File: config.mk
export PLATFORM = sky130hd
export DESIGN_NAME = matrix_scan_driver_flat
export DESIGN_NICKNAME = d
export VERILOG_FILES = /design/src/rtl/matrix_scan_driver_pkg.sv /design/src/rtl/matrix_scan_driver_if.sv /design/src/rtl/matrix_scan_driver_scan_timer.sv /design/src/rtl/matrix_scan_driver.sv /design/src/flat_wrapper.sv
export SDC_FILE = /design/constraint.sdc
export NUM_CORES = 1
export LEC_CHECK = 0
export ABC_AREA = 1
export BUFFER_PORTS_ARGS = -buffer_cell sky130_fd_sc_hd__buf_4
export CORE_MARGIN = 5
export CORE_UTILIZATION = 30
export DETAILED_ROUTE_END_ITERATION = 10
export GPL_TIMING_DRIVEN = 1
export HOLD_SLACK_MARGIN = 0.15
export PLACE_DENSITY = 0.54
export SYNTH_ARGS = -nofsm -noshare
export SYNTH_HDL_FRONTEND = slang
export SYNTH_SLANG_ARGS = --single-unit
File: constraint.sdc
create_clock -name clk -period 3.21 [get_ports clk]
set_clock_uncertainty 0.2 [all_clocks]
set_input_delay 0.1605 -clock clk [delete_from_list [all_inputs] [get_ports clk]]
set_output_delay 0.1605 -clock clk [all_outputs]
set_load 0.005 [all_outputs]
File: src/rtl/matrix_scan_driver_pkg.sv
// matrix_scan_driver_pkg: shared widths and helpers for the LED-matrix scan driver
// Contents: default geometry, clog2, per-bit polarity apply, frame slice base index.
package matrix_scan_driver_pkg;
    localparam int DEF_ROWS = 7;
    localparam int DEF_COLS = 5;
    localparam int DEF_BRIGHT_W = 2;
    // Ceiling log2, never below 1 so counters of range 1 still get a bit.
    function automatic int clog2(input int n);
        int r;
        r = 1;
        while ((1 << r) < n) r = r + 1;
        return r;
    endfunction
    function automatic logic apply_pol(input logic b, input bit inv);
        return b ^ inv;
    endfunction
    // Column c of a packed frame starts at bit c*rows.
    function automatic int slice_lo(input int c, input int rows);
        return c * rows;
    endfunction
endpackage

File: src/rtl/matrix_scan_driver_if.sv
// matrix_scan_driver_if: image-side and pin-side signals of the scan driver
// master: image source (drives enable/frame/frame_load/brightness); slave: the driver.
interface matrix_scan_driver_if
    import matrix_scan_driver_pkg::*;
#(
    parameter int ROWS = DEF_ROWS,
    parameter int COLS = DEF_COLS,
    parameter int BRIGHT_W = DEF_BRIGHT_W
);
    logic enable;
    logic [ROWS*COLS-1:0] frame;
    logic frame_load;
    logic [BRIGHT_W-1:0] brightness;
    logic frame_ack;
    logic frame_start;
    logic [ROWS-1:0] colune_data;
    logic [COLS-1:0] colune_activator;
    modport master (
        output enable, frame, frame_load, brightness,
        input frame_ack, frame_start, colune_data, colune_activator
    );
    modport slave (
        input enable, frame, frame_load, brightness,
        output frame_ack, frame_start, colune_data, colune_activator
    );
endinterface

File: src/rtl/matrix_scan_driver_scan_timer.sv
// matrix_scan_driver_scan_timer: tick divider, PWM dwell counter and column counter
// Ports: clk, reset (sync, active-high), enable_i; dwell_cnt_o, col_idx_o,
//        first_o (all counters at zero), boundary_o (last clock of a frame).
module matrix_scan_driver_scan_timer
    import matrix_scan_driver_pkg::*;
#(
    parameter int COLS = DEF_COLS,
    parameter int BRIGHT_W = DEF_BRIGHT_W,
    parameter int TICK_DIV = 1
) (
    input  logic                      clk,
    input  logic                      reset,
    input  logic                      enable_i,
    output logic [BRIGHT_W-1:0]       dwell_cnt_o,
    output logic [clog2(COLS)-1:0]    col_idx_o,
    output logic                      first_o,
    output logic                      boundary_o
);
    localparam int CW = clog2(COLS);
    localparam int TW = clog2(TICK_DIV);
    logic [TW-1:0] tick_cnt_q, tick_cnt_d;
    logic [BRIGHT_W-1:0] dwell_q, dwell_d;
    logic [CW-1:0] col_q, col_d;
    logic tick, dwell_wrap, col_last;
    always_comb begin
        tick = tick_cnt_q == TW'(TICK_DIV - 1);
        dwell_wrap = dwell_q == '1;
        col_last = col_q == CW'(COLS - 1);
        // Disabled scan holds every counter at zero so a rise restarts at column 0.
        tick_cnt_d = (!enable_i || tick) ? '0 : tick_cnt_q + 1'b1;
        dwell_d = !enable_i ? '0 : tick ? dwell_q + 1'b1 : dwell_q;
        col_d = !enable_i ? '0 : (tick && dwell_wrap) ? (col_last ? '0 : col_q + 1'b1) : col_q;
    end
    always_ff @(posedge clk) begin
        if (reset) begin
            tick_cnt_q <= '0;
            dwell_q <= '0;
            col_q <= '0;
        end else begin
            tick_cnt_q <= tick_cnt_d;
            dwell_q <= dwell_d;
            col_q <= col_d;
        end
    end
    assign dwell_cnt_o = dwell_q;
    assign col_idx_o = col_q;
    assign first_o = tick_cnt_q == '0 && dwell_q == '0 && col_q == '0;
    assign boundary_o = enable_i && tick && dwell_wrap && col_last;
endmodule

File: src/rtl/matrix_scan_driver.sv
// matrix_scan_driver: column-multiplexed LED-matrix driver with PWM, tear-free frame swap and polarity select
// Ports: clk, reset (sync, active-high); bus (slave): enable, frame, frame_load, brightness in;
//        frame_ack, frame_start, colune_data, colune_activator out (all registered).
module matrix_scan_driver
    import matrix_scan_driver_pkg::*;
#(
    parameter int ROWS = DEF_ROWS,
    parameter int COLS = DEF_COLS,
    parameter int BRIGHT_W = DEF_BRIGHT_W,
    parameter int TICK_DIV = 1,
    parameter int ROW_ACTIVE_LOW = 0,
    parameter int COL_ACTIVE_LOW = 0
) (
    input logic clk,
    input logic reset,
    matrix_scan_driver_if.slave bus
);
    localparam int CW = clog2(COLS);
    localparam int FW = clog2(ROWS * COLS);
    localparam bit RI = ROW_ACTIVE_LOW != 0;
    localparam bit CI = COL_ACTIVE_LOW != 0;
    logic [BRIGHT_W-1:0] dwell_cnt, bright_q;
    logic [CW-1:0] col_idx;
    logic first, boundary, lit;
    logic pending_q, ack_q, start_q;
    logic [ROWS*COLS-1:0] staging_q, active_q;
    logic [FW-1:0] base;
    logic [ROWS-1:0] data_raw, data_d, data_q;
    logic [COLS-1:0] act_raw, act_d, act_q;
    matrix_scan_driver_scan_timer #(
        .COLS(COLS),
        .BRIGHT_W(BRIGHT_W),
        .TICK_DIV(TICK_DIV)
    ) u_timer (
        .clk(clk),
        .reset(reset),
        .enable_i(bus.enable),
        .dwell_cnt_o(dwell_cnt),
        .col_idx_o(col_idx),
        .first_o(first),
        .boundary_o(boundary)
    );
    always_comb begin
        // PWM: the column is lit for the first bright_q dwell ticks of its slot.
        lit = bus.enable && (dwell_cnt < bright_q);
        base = FW'(slice_lo(int'(col_idx), ROWS));
        data_raw = lit ? active_q[base +: ROWS] : '0;
        act_raw = lit ? ({{(COLS-1){1'b0}}, 1'b1} << col_idx) : '0;
        data_d = '0;
        act_d = '0;
        for (int i = 0; i < ROWS; i++) data_d[i] = apply_pol(data_raw[i], RI);
        for (int i = 0; i < COLS; i++) act_d[i] = apply_pol(act_raw[i], CI);
    end
    always_ff @(posedge clk) begin
        if (reset) begin
            staging_q <= '0;
            active_q <= '0;
            pending_q <= 1'b0;
            bright_q <= '0;
            ack_q <= 1'b0;
            start_q <= 1'b0;
            data_q <= {ROWS{RI}};
            act_q <= {COLS{CI}};
        end else begin
            // Swap only at the frame boundary; a load in that same cycle stays pending.
            if (boundary) begin
                bright_q <= bus.brightness;
                if (pending_q) active_q <= staging_q;
            end
            if (bus.frame_load) staging_q <= bus.frame;
            pending_q <= bus.frame_load || (pending_q && !boundary);
            ack_q <= boundary && pending_q;
            start_q <= bus.enable && first;
            data_q <= data_d;
            act_q <= act_d;
        end
    end
    assign bus.frame_ack = ack_q;
    assign bus.frame_start = start_q;
    assign bus.colune_data = data_q;
    assign bus.colune_activator = act_q;
endmodule
File: src/flat_wrapper.sv
// flat-port wrapper written by rule: the top's interface ports become plain ports
module matrix_scan_driver_flat import matrix_scan_driver_pkg::*;
#(
    parameter int ROWS = DEF_ROWS,
    parameter int COLS = DEF_COLS,
    parameter int BRIGHT_W = DEF_BRIGHT_W,
    parameter int TICK_DIV = 1,
    parameter int ROW_ACTIVE_LOW = 0,
    parameter int COL_ACTIVE_LOW = 0
)
  (clk, reset, bus_enable, bus_frame, bus_frame_load, bus_brightness, bus_frame_ack, bus_frame_start, bus_colune_data, bus_colune_activator);
  matrix_scan_driver_if #(.ROWS(ROWS), .COLS(COLS), .BRIGHT_W(BRIGHT_W)) bus_i ();
  input logic clk;
  input logic reset;
  input wire logic [$bits(bus_i.enable)-1:0] bus_enable;
  input wire logic [$bits(bus_i.frame)-1:0] bus_frame;
  input wire logic [$bits(bus_i.frame_load)-1:0] bus_frame_load;
  input wire logic [$bits(bus_i.brightness)-1:0] bus_brightness;
  output wire logic [$bits(bus_i.frame_ack)-1:0] bus_frame_ack;
  output wire logic [$bits(bus_i.frame_start)-1:0] bus_frame_start;
  output wire logic [$bits(bus_i.colune_data)-1:0] bus_colune_data;
  output wire logic [$bits(bus_i.colune_activator)-1:0] bus_colune_activator;
  assign bus_i.enable = bus_enable;
  assign bus_i.frame = bus_frame;
  assign bus_i.frame_load = bus_frame_load;
  assign bus_i.brightness = bus_brightness;
  assign bus_frame_ack = bus_i.frame_ack;
  assign bus_frame_start = bus_i.frame_start;
  assign bus_colune_data = bus_i.colune_data;
  assign bus_colune_activator = bus_i.colune_activator;
  matrix_scan_driver #(.ROWS(ROWS), .COLS(COLS), .BRIGHT_W(BRIGHT_W), .TICK_DIV(TICK_DIV), .ROW_ACTIVE_LOW(ROW_ACTIVE_LOW), .COL_ACTIVE_LOW(COL_ACTIVE_LOW)) u_core (.clk(clk), .reset(reset), .bus(bus_i));
endmodule
Word level (Yosys, flattened, before mapping)
Index checks and enable logic that the tools add are counted.
{"block": "totals", "reg_bits": 93, "out_inout_bits": 14, "word_cells": 44}
{"block": "op_classes", "add_sub_neg": 3, "mul": 1, "order_cmp": 1, "n_eq_ne": 2, "shifts": 2, "n_mux": 1, "n_bitwise": 3, "reduce_logical": 20}
{"op": "35-bit by 7-bit indexed part select with 7-bit output", "n": 1}
{"op": "1-bit logical AND", "n": 10}
{"op": "3-bit by 3-bit multiplier with 6-bit output, second input constant", "n": 1}
{"op": "2-bit OR reduction", "n": 3}
{"op": "1-bit by 3-bit << shifter with 5-bit output, first input constant", "n": 1}
{"op": "3-bit by 1-bit adder with 3-bit output, second input constant", "n": 1}
{"op": "3-bit equality test, second input constant", "n": 1}
{"op": "3-bit logical NOT", "n": 1}
{"op": "3-bit 2-to-1 mux", "n": 1}
{"op": "1-bit NOT", "n": 3}
{"op": "2-bit by 1-bit adder with 2-bit output, second input constant", "n": 1}
{"op": "2-bit equality test, second input constant", "n": 1}
{"op": "1-bit logical NOT", "n": 2}
{"op": "2-bit logical NOT", "n": 1}
{"op": "1-bit logical OR", "n": 2}
{"op": "2-bit less-than comparator", "n": 1}
{"op": "2-bit AND reduction", "n": 1}
{"op": "1-bit adder, second input constant", "n": 1}

Depth between registers and ports, before layout
Gate-level depths: netlist of run 1.
{"block": "logic_depth", "ltp_word": 7, "ltp_mapped": 9}

Hierarchy
Synthesis of run 1 repeated with hierarchy kept, for this count alone.
{"block": "unflattened", "cells_unflattened": 479, "hier_area_um2": 3618.5}
{"module": "matrix_scan_driver", "instances": 1, "cells_each": 433, "area_per_inst_um2": 3293.2, "seq_area_each_um2": 1741.7}
{"module": "matrix_scan_driver_scan_timer", "instances": 1, "cells_each": 46, "area_per_inst_um2": 325.3, "seq_area_each_um2": 120.1}

Least setup slack after synthesis of run 1
Ideal clock, no wire load.
{"block": "synth_timing", "path_type": "flip-flop to flip-flop", "startpoint": "register u_core.u_timer.col_q[1] (netlist: u_core.u_timer.col_idx_o[1])", "endpoint": "register u_core.active_q[32]", "setup_time_ns": 0.115, "arrival_ns": 1.419, "required_time_ns": 2.895, "setup_slack_ns": 1.476, "path_stages_with_launch": 10, "period_less_slack_ns": 1.734, "cell_sequence": "dfxtp_1 buf_2 inv_1 ha_1 nand2_1 nor2_4 buf_4 nand3_1 nand2_1 nor2_1"}
{"block": "synth_via", "elab_chain_len": 3}
{"element": "start, declared", "line": "matrix_scan_driver_scan_timer.sv:23", "source": "logic [CW-1:0] col_q, col_d;"}
{"element": "start signal, assigned", "line": "matrix_scan_driver_scan_timer.sv:42", "source": "col_q <= col_d;"}
{"element": "3-bit equality test", "line": "matrix_scan_driver_scan_timer.sv:28", "source": "col_last = col_q == CW'(COLS - 1);"}
{"element": "1-bit logical AND", "line": "matrix_scan_driver_scan_timer.sv:48", "source": "assign boundary_o = enable_i && tick && dwell_wrap && col_last;"}
{"element": "2-bit AND reduction (no line)"}
{"element": "end signal, assigned", "line": "matrix_scan_driver.sv:68", "source": "if (pending_q) active_q <= staging_q;"}
{"element": "end, declared", "line": "matrix_scan_driver.sv:26", "source": "logic [ROWS*COLS-1:0] staging_q, active_q;"}
No other way between the ends.
A chain may end at the register's enable or synchronous reset.

Worst setup path in the final report of run 1
{"block": "layout_timing", "startpoint": "register u_core.u_timer.col_q[0] (netlist: u_core.u_timer.col_idx_o[0])", "endpoint": "register u_core.pending_q"}
{"block": "layout_via", "elab_chain_len": 5}
{"element": "3-bit equality test", "line": "matrix_scan_driver_scan_timer.sv:28"}
{"element": "1-bit logical AND", "line": "matrix_scan_driver_scan_timer.sv:48"}
{"element": "1-bit logical NOT", "line": "matrix_scan_driver.sv:71", "source": "pending_q <= bus.frame_load || (pending_q && !boundary);"}
{"element": "1-bit logical AND", "line": "matrix_scan_driver.sv:71"}
{"element": "1-bit logical OR", "line": "matrix_scan_driver.sv:71"}
{"element": "end signal, assigned", "line": "matrix_scan_driver.sv:71"}
{"element": "end, declared", "line": "matrix_scan_driver.sv:25", "source": "logic pending_q, ack_q, start_q;"}
No other way between the ends.

==> results.json, run 1 <==
{
  "outcome": "finished clean",
  "hold_viol": 0,
  "io_buffers": 54,
  "cp_slowest_stage_delay_ns": 0.59,
  "finalSetupViolCount": 0,
  "drt_wl_total_um": 8410,
  "start_util_pct": 30.3,
  "pwr-share-seq_pct": 50.9,
  "htreeDepth": 3,
  "vias": 3372,
  "cp_slowest_cell": "dfxtp_1",
  "cts_sinks": 93,
  "netlist_area_mm2": 0.00380,
  "grt_use_total_pct": 12.1,
  "min_path_type": "in2reg",
  "clock_power_share_pct": 41.2,
  "period_needed_ns": 2.64,
  "power_switching_uw": 525,
  "ys_types": 25,
  "startpoint_type": "register",
  "insertion_delay_ns": 0.34,
  "cp_data_arrival_time_ns": 2.71,
  "dp_slack_ns": 1.01,
  "overflow": 0,
  "dieWidth_um": 122,
  "synth_edf_count": 0,
  "clk_pin_slew_worst_paths_ns": 0.06,
  "cellInternalPower_mw": 1.84,
  "synth_seq_area_share_pct": 49.0,
  "setup_ws_ns": 0.575,
  "final_util_pct": 39.9,
  "synth_ff_type": "dfxtp_1",
  "cellPowerDensity_mw_per_mm2": 474,
  "synth.avg_cell_area_um2": 7.39,
  "dpl-instance-area_mm2": 0.00432,
  "ctsHoldBuffers": 40,
  "cts-buffers-inserted": 9,
  "syn_inst": 514,
  "drive_gt1_share_pct": 13.8,
  "syn2layout_area_growth_pct": 31.5,
  "dieArea_mm2": 0.0150,
  "slew-limit-headroom_pct": 57.8,
  "antennaDiodeCount": 0,
  "grt_first_pass_wirelength_um": 14500,
  "drtPass1Iterations": 5,
  "path_max_fanout": 13,
  "peakVddDrop_uv": 214,
  "critical_path_class": "reg2reg",
  "ios": 55,
  "p_sw_share_pct": 22.2,
  "die_y_um": 122,
  "pwr-share-comb_pct": 7.9,
  "cts-root-buf": "clkbuf_16",
  "final_common_cell": "dfxtp_1",
  "p_leak_nw": 2.13,
  "ant_nets": 0,
  "post_cts_buffers": 0,
  "std_cell_rows": 41,
  "synth_fp_nets": 560,
  "layout_common_cells": "dfxtp_1 (92), nand2_1 (90), a21oi_1 (73)",
  "grt_pass1_vias": 3236,
  "final.setup.tns_ns": 0,
  "worstPathRequired_ns": 3.29,
  "synthArstFlopShare_pct": 0,
  "cts_resized": 0,
  "rsz0062_at_grt": "false",
  "cts_tree": "built",
  "end_kind": "register",
  "vias_per_cell": 4.39,
  "worstPathCellList": "inv_1 -> ha_1 -> nand2_1 -> inv_1 -> nand3_1 -> nand2_1 -> a21oi_1 -> dlygate4sd3_1",
  "period_share_pct": 82.1,
  "fmax_ghz": 0.379,
  "drt_iter0_markers": 234,
  "yosysWarnings": 0,
  "place_congestion": 0.810,
  "maxCapViolations": 0,
  "ys_ff_latch": 93,
  "hpwlAfterDp_um": 5860,
  "grt_max_degree": 74,
  "core_mm2": 0.0125,
  "finalMaxSlewViolations": 0,
  "fin_nets": 638,
  "drc": 0,
  "antenna_found_initial": 0,
  "worst_slew_pin_slew_ns": 0.633,
  "design_area_mm2": 0.00499,
  "post_drt_wl_per_cell_um": 10.9,
  "cts_buffer_depth": 2
}
==> logic make-up (layout without fill, tap and decap cells) <==
family / count (synthesis) / count (layout) / synth area share (%)
AND/OR/NAND/NOR: 209 / 209 / 24.3
AO/OA/AOI/OAI: 112 / 112 / 14.8
buffers and inverters: 94 / 176 / 10.1
flip-flops: 93 / 93 / 49.0
adder cells (fa/ha/maj): 5 / 5 / 1.65
other: 1 / 1 / 0.0988
==> routing by layer <==
metal,vias to the layer above,GRT usage [%],routed length [µm]
met5,-,0,0
met4,0,5.60,180
met3,14,3.46,389
met2,69,18.7,3710
met1,1480,15.6,4120
li1,1809,-,-
==> final timing paths <==
check	startpoint	endpoint	slack (ns)	cells past startpoint
worst max register to register	u_core.u_timer.col_idx_o[0]	u_core.pending_q	0.57	8
worst min-delay path	bus_frame_load	u_core.staging_q[31]	0.25	4
worst min register to register	u_core.staging_q[14]	u_core.staging_q[14]	0.26	2
worst max-delay path	u_core.u_timer.col_idx_o[0]	u_core.pending_q	0.57	8
==> registers in the layout (all words and copies together), names as in the netlist <==
| register | cells |
|---|---|
| u_core.bus.frame_ack | 1 |
| u_core.bus.colune_activator | 5 |
| u_core.bright_q | 2 |
| u_core.staging_q | 35 |
| u_core.u_timer.dwell_cnt_o | 2 |
| u_core.active_q | 35 |
| u_core.bus.frame_start | 1 |
| u_core.bus.colune_data | 7 |
| u_core.pending_q | 1 |
| u_core.u_timer.col_idx_o | 3 |
| u_core.u_timer.tick_cnt_q | 1 |
==> synth_stat cells (5+ instances only) <==
| master | n | share of area [%] |
|---|---|---|
| inv_1 | 59 | 5.8 |
| nor2_1 | 50 | 4.9 |
| clkbuf_1 | 15 | 1.5 |
| nand4_1 | 8 | 1.3 |
| a21oi_1 | 73 | 9.6 |
| ha_1 | 5 | 1.6 |
| nand3_1 | 51 | 6.7 |
| buf_4 | 7 | 1.4 |
| o21ai_0 | 36 | 4.7 |
| nand2_1 | 90 | 8.9 |
| buf_1 | 6 | 0.59 |
| dfxtp_1 | 93 | 49 |
==> metrics by stage <==
step	instances	hold slack (ns)	total power [mW]
detailed placement	713	0.151	1.38
global placement	713	0.141	1.38
floorplan	514	0.0296	1.32
finish	768	0.255	2.37
CTS	768	0.255	2.41
global route	768	0.277	2.48
==> power by group through the flow <==
stage / registers [mW] / logic [mW] / clock network (mW)
6_report: 1.21 / 0.186 / 0.976
5_1_grt: 1.21 / 0.212 / 1.06
4_1_cts: 1.21 / 0.189 / 1.01
3_5_place_dp: 1.23 / 0.150 / 0
3_3_place_gp: 1.23 / 0.148 / 0
2_1_floorplan: 1.22 / 0.0980 / 0
==> area by class of cell <==
| cell class | instances | area [µm²] |
|---|---|---|
| timing repair buffer | 99 | 856 |
| tap | 172 | 215 |
| clock inverter | 4 | 23.8 |
| fill | 1366 | 7520 |
| clock buffer | 11 | 253 |
| multi-input combinational | 327 | 1550 |
| sequential | 93 | 1860 |
| inverter | 62 | 233 |
==> worst max-delay path: cells and delay by family, from the launching register on <==
| kind | cells | cell delay [ns] |
|---|---|---|
| compound gates | 1 | 0.14 |
| fa+ha+maj | 1 | 0.32 |
| buf+inv | 3 | 0.93 |
| flops | 1 | 0.59 |
| simple gates | 3 | 0.40 |
(Power assumes the default switching activity.)
==> run 2, diff against run 1 <==
Clock period 3.21 ns to 2.5 ns, I/O delays scaled along.
==> results.json, run 2 (synthesis gave the netlist of run 1 again) <==
{
  "reg2reg_depth": 8,
  "ios": 55,
  "dieArea_mm2": 0.0150,
  "overflow": 0,
  "dieWidth_um": 122,
  "min_path_type": "in2reg",
  "finalMaxSlewViolations": 0,
  "drt_wl_total_um": 8550,
  "vias": 3351,
  "drt_iter0_markers": 235,
  "rsz0062_at_grt": "false",
  "io_buffers": 54,
  "grt_max_degree": 74,
  "reg2reg_to": "u_core.pending_q",
  "power_switching_uw": 679,
  "r2r-start": "u_core.u_timer.col_idx_o[1]",
  "cts_tree": "built",
  "path_max_fanout": 14,
  "drive_gt1_share_pct": 13.7,
  "cp_slowest_cell": "dlygate4sd3_1",
  "grt_pass1_vias": 3224,
  "crit_start": "u_core.u_timer.col_idx_o[1]",
  "period_share_pct": 89.1,
  "layout_common_cells": "nand2_1 (90), dfxtp_1 (90), a21oi_1 (73)",
  "cts-root-buf": "clkbuf_16",
  "slew-limit-headroom_pct": 59.7,
  "place_congestion": 0.811,
  "end_kind": "register",
  "vias_per_cell": 4.36,
  "worst_slew_pin_slew_ns": 0.605,
  "final_util_pct": 40.0,
  "maxCapViolations": 0,
  "cp_data_arrival_time_ns": 2.30,
  "peakVddDrop_uv": 282,
  "cts_sinks": 93,
  "critical_path_class": "reg2reg",
  "final.setup.tns_ns": 0,
  "post_cts_buffers": 0,
  "outcome": "finished clean",
  "fmax_ghz": 0.449,
  "htreeDepth": 3,
  "drtPass1Iterations": 4,
  "cts-buffers-inserted": 9,
  "pwr-share-comb_pct": 8.3,
  "clock_power_share_pct": 41.0,
  "die_y_um": 122,
  "p_leak_nw": 2.12,
  "hold_viol": 0,
  "antenna_found_initial": 0,
  "worstPathRequired_ns": 2.57,
  "core_mm2": 0.0125,
  "cp_slowest_stage_delay_ns": 0.55,
  "startpoint_type": "register",
  "cellInternalPower_mw": 2.35,
  "reg2reg_slack_ns": 0.27,
  "worstPathCellList": "inv_1 -> ha_1 -> nand2_1 -> inv_1 -> nand3_1 -> nand2_1 -> a21oi_1 -> dlygate4sd3_1",
  "period_needed_ns": 2.23,
  "endpoint": "u_core.pending_q",
  "hpwlAfterDp_um": 5770,
  "syn2layout_area_growth_pct": 31.8,
  "antennaDiodeCount": 0,
  "cts_buffer_depth": 2,
  "finalSetupViolCount": 0,
  "std_cell_rows": 41,
  "fin_nets": 638,
  "grt_use_total_pct": 11.9,
  "drc": 0,
  "grt_first_pass_wirelength_um": 14600,
  "cellPowerDensity_mw_per_mm2": 606,
  "post_drt_wl_per_cell_um": 11.1,
  "insertion_delay_ns": 0.34,
  "ant_nets": 0,
  "pwr-share-seq_pct": 50.7,
  "clk_pin_slew_worst_paths_ns": 0.06,
  "start_util_pct": 30.3,
  "p_sw_share_pct": 22.4
}
run 2: layout make-up:
| type | count | area [µm²] |
|---|---|---|
| Tap cell | 172 | 215 |
| Inverter | 62 | 233 |
| Sequential cell | 93 | 1870 |
| Multi-Input combinational cell | 327 | 1550 |
| Clock buffer | 13 | 250 |
| Clock inverter | 3 | 21.3 |
| Fill cell | 1347 | 7510 |
| Timing Repair Buffer | 99 | 868 |
run 2: through the flow:
step / hold WS, ns / power [mW] / cells / cell area [µm²] / setup slack [ns]
after global placement: 0.101 / 1.77 / 713 / 4330 / 0.620
after floorplan: -0.00593 / 1.69 / 514 / 3800 / 0.766
after global routing: 0.281 / 3.15 / 769 / 5000 / 0.114
after detailed placement: 0.106 / 1.78 / 713 / 4330 / 0.544
final: 0.233 / 3.03 / 769 / 5000 / 0.273
after CTS: 0.239 / 3.06 / 769 / 5000 / 0.136
run 2: routing by layer:
layer	track usage (%)	wire length, µm	vias to the layer above
met2	19.6	3850	56
met1	15.3	4240	1476
met4	5.04	109	0
met3	2.26	346	9
met5	0	0	-
li1	-	-	1810
run 2: critical path: cells and delay by family (launching register included):
family | cells | cell delay, ns
adders and majority gates | 1 | 0.25
buffers and inverters | 3 | 0.74
AOI/OAI and AO/OA | 1 | 0.12
and+or+nand+nor | 3 | 0.38
DFF | 1 | 0.47
run 2: worst min-delay path by stage:
stage | end | startpoint | depth (start not counted)
2_1_floorplan | u_core.pending_q | reset | 1
3_3_place_gp | u_core.pending_q | reset | 2
3_5_place_dp | u_core.pending_q | reset | 2
4_1_cts | u_core.staging_q[28] | bus_frame_load | 4
5_1_grt | u_core.staging_q[17] | u_core.staging_q[17] | 2
6_report | u_core.staging_q[29] | bus_frame_load | 4
run 2: power by group through the flow:
stage	combinational (mW)	sequential, mW	clock, mW
CTS	0.256	1.54	1.27
floorplan	0.126	1.57	0
finish	0.252	1.54	1.24
global placement	0.201	1.57	0
global route	0.288	1.54	1.32
detailed placement	0.206	1.57	0
run 2: what timing repair did:
| action | in CTS | in global routing |
|---|---|---|
| endpoints found under the setup margin | 0 | 1 |
| hold endpoints to repair | 56 | 0 |
| hold buffers | 40 | 0 |
| gates resized for setup | 0 | 2 |
==> run 3, diff against run 2 <==
Clock period 2.5 ns to 2.1 ns, I/O delays scaled along.
==> results.json, run 3 (synthesis gave the netlist of run 1 again) <==
{
  "place_congestion": 0.787,
  "maxCapViolations": 0,
  "critical_path_class": "reg2reg",
  "cpMostUsedCell": "inv_1",
  "end_kind": "register",
  "num-fill-cells": 1335,
  "htreeDepth": 3,
  "path_max_fanout": 4,
  "grt_pass1_vias": 3249,
  "syn2layout_area_growth_pct": 32.9,
  "cts-root-buf": "clkbuf_16",
  "core_mm2": 0.0125,
  "overflow": 0,
  "ios": 55,
  "seq_area_mm2": 0.00186,
  "cts-buffers-inserted": 9,
  "wl_met3_um": 335,
  "finalMaxSlewViolations": 0,
  "std_cell_rows": 41,
  "cts_sinks": 93,
  "top_layer": "met4",
  "reg2reg_slack_ns": 0.15,
  "insertion_delay_ns": 0.34,
  "grt_first_pass_wirelength_um": 14900,
  "drt_iter0_markers": 194,
  "hold_viol": 0,
  "die_y_um": 122,
  "wl_met2_um": 3860,
  "cp_slowest_stage_delay_ns": 0.56,
  "worstPathCellList": "inv_1 -> ha_2 -> nand2_2 -> inv_1 -> nand3_1 -> nand2_1 -> a21oi_1 -> dlygate4sd3_1",
  "layout_common_cells": "dfxtp_1 (92), nand2_1 (89), a21oi_1 (73)",
  "period_needed_ns": 1.95,
  "post_drt_wl_per_cell_um": 11.3,
  "start_util_pct": 30.3,
  "drt_wl_total_um": 8670,
  "peakVddDrop_uv": 472,
  "ant_nets": 0,
  "reg2reg_depth": 8,
  "post_cts_buffers": 0,
  "fin_nets": 640,
  "endpoint": "u_core.pending_q",
  "vias_per_cell": 4.32,
  "antenna_found_initial": 0,
  "final_common_cell": "dfxtp_1",
  "drtPass1Iterations": 4,
  "io_buffers": 54,
  "drive_gt1_share_pct": 14.0,
  "min_path_type": "in2reg",
  "drc": 0,
  "period_share_pct": 92.9,
  "startpoint_type": "register",
  "crit_start": "u_core.u_timer.col_idx_o[1]",
  "dieArea_mm2": 0.0150,
  "finalSetupViolCount": 0,
  "cellPowerDensity_mw_per_mm2": 733,
  "outcome": "finished clean",
  "reg2reg_to": "u_core.pending_q",
  "cts_buffer_depth": 2,
  "vias": 3328,
  "grt_max_degree": 74,
  "holdCritStartpoint": "bus_frame_load",
  "rsz0062_at_grt": "false",
  "hpwlAfterDp_um": 5840,
  "slew-limit-headroom_pct": 61.1,
  "dieWidth_um": 122,
  "worstPathRequired_ns": 2.12,
  "p_leak_nw": 2.14,
  "clk_pin_slew_worst_paths_ns": 0.06,
  "cp_slowest_cell": "dlygate4sd3_1",
  "antennaDiodeCount": 0,
  "drt-met1-wl_um": 4300,
  "multiInputGateArea_mm2": 0.00156,
  "grt_use_total_pct": 12.3,
  "final.setup.tns_ns": 0,
  "r2r-start": "u_core.u_timer.col_idx_o[1]",
  "fmax_ghz": 0.512,
  "worst_slew_pin_slew_ns": 0.583,
  "cp_data_arrival_time_ns": 1.97,
  "cts_tree": "built",
  "final_util_pct": 40.3
}
run 3: cell count changes in the layout (fill, tap and decap cells not counted), sizes merged:
| cell | delta |
|---|---|
| clkinvlp | +1 |
| buf | +2 |
| clkinv | -1 |
| clkbuf | -2 |
| bufinv | +1 |
run 3: layer usage:
metal | GRT usage, % | vias up
li1 | - | 1817
met1 | 15.9 | 1447
met2 | 20.1 | 51
met3 | 2.26 | 13
met4 | 5.25 | 0
met5 | 0 | -
run 3: layout make-up:
| class | count | area share [%] |
|---|---|---|
| inverter | 62 | 4.61 |
| clock buffer | 11 | 4.61 |
| clock inverter | 4 | 0.992 |
| tap | 172 | 4.27 |
| sequential | 93 | 36.9 |
| timing repair buffer | 101 | 17.8 |
| multi-input combinational | 327 | 30.8 |
run 3: worst min-delay path by stage:
stage | end | slack, ns | cells after the start
after global routing | u_core.staging_q[26] | 0.28 | 2
final | u_core.staging_q[33] | 0.21 | 4
after detailed placement | u_core.pending_q | 0.09 | 2
after floorplan | u_core.pending_q | -0.03 | 1
after CTS | u_core.staging_q[20] | 0.21 | 4
after global placement | u_core.pending_q | 0.09 | 2
run 3: critical path, delay by kind of cell, from the launching register on:
| kind | cells | cell delay (ns) |
|---|---|---|
| AOI/OAI and AO/OA | 1 | 0.06 |
| adders and majority gates | 1 | 0.22 |
| buffers and inverters | 3 | 0.74 |
| DFF | 1 | 0.31 |
| and+or+nand+nor | 3 | 0.30 |
run 3: report_power, final:
group / internal, mW / total [mW] / leakage, nW / switching (mW)
clock network: 0.914 / 1.56 / 0.132 / 0.650
registers: 1.82 / 1.84 / 0.759 / 0.0216
logic: 0.150 / 0.297 / 1.24 / 0.148
run 3: repair_timing:
item                       4_1_cts  5_1_grt
setup endpoints to repair        0        1
hold endpoints to repair        57        0
gates resized for setup          0        2
hold buffers                    40        0
run 3: stage by stage:
| step | setup WS [ns] | std cells | total power [mW] | hold slack, ns | cell area, µm² |
|---|---|---|---|---|---|
| 2_1_floorplan | 0.366 | 514 | 2.02 | -0.0259 | 3800 |
| 3_3_place_gp | 0.411 | 715 | 2.11 | 0.0872 | 4360 |
| 3_5_place_dp | 0.354 | 715 | 2.12 | 0.0931 | 4360 |
| 4_1_cts | 0.0794 | 770 | 3.74 | 0.212 | 5040 |
| 5_1_grt | 0.00886 | 770 | 3.86 | 0.285 | 5040 |
| 6_report | 0.148 | 770 | 3.70 | 0.214 | 5040 |
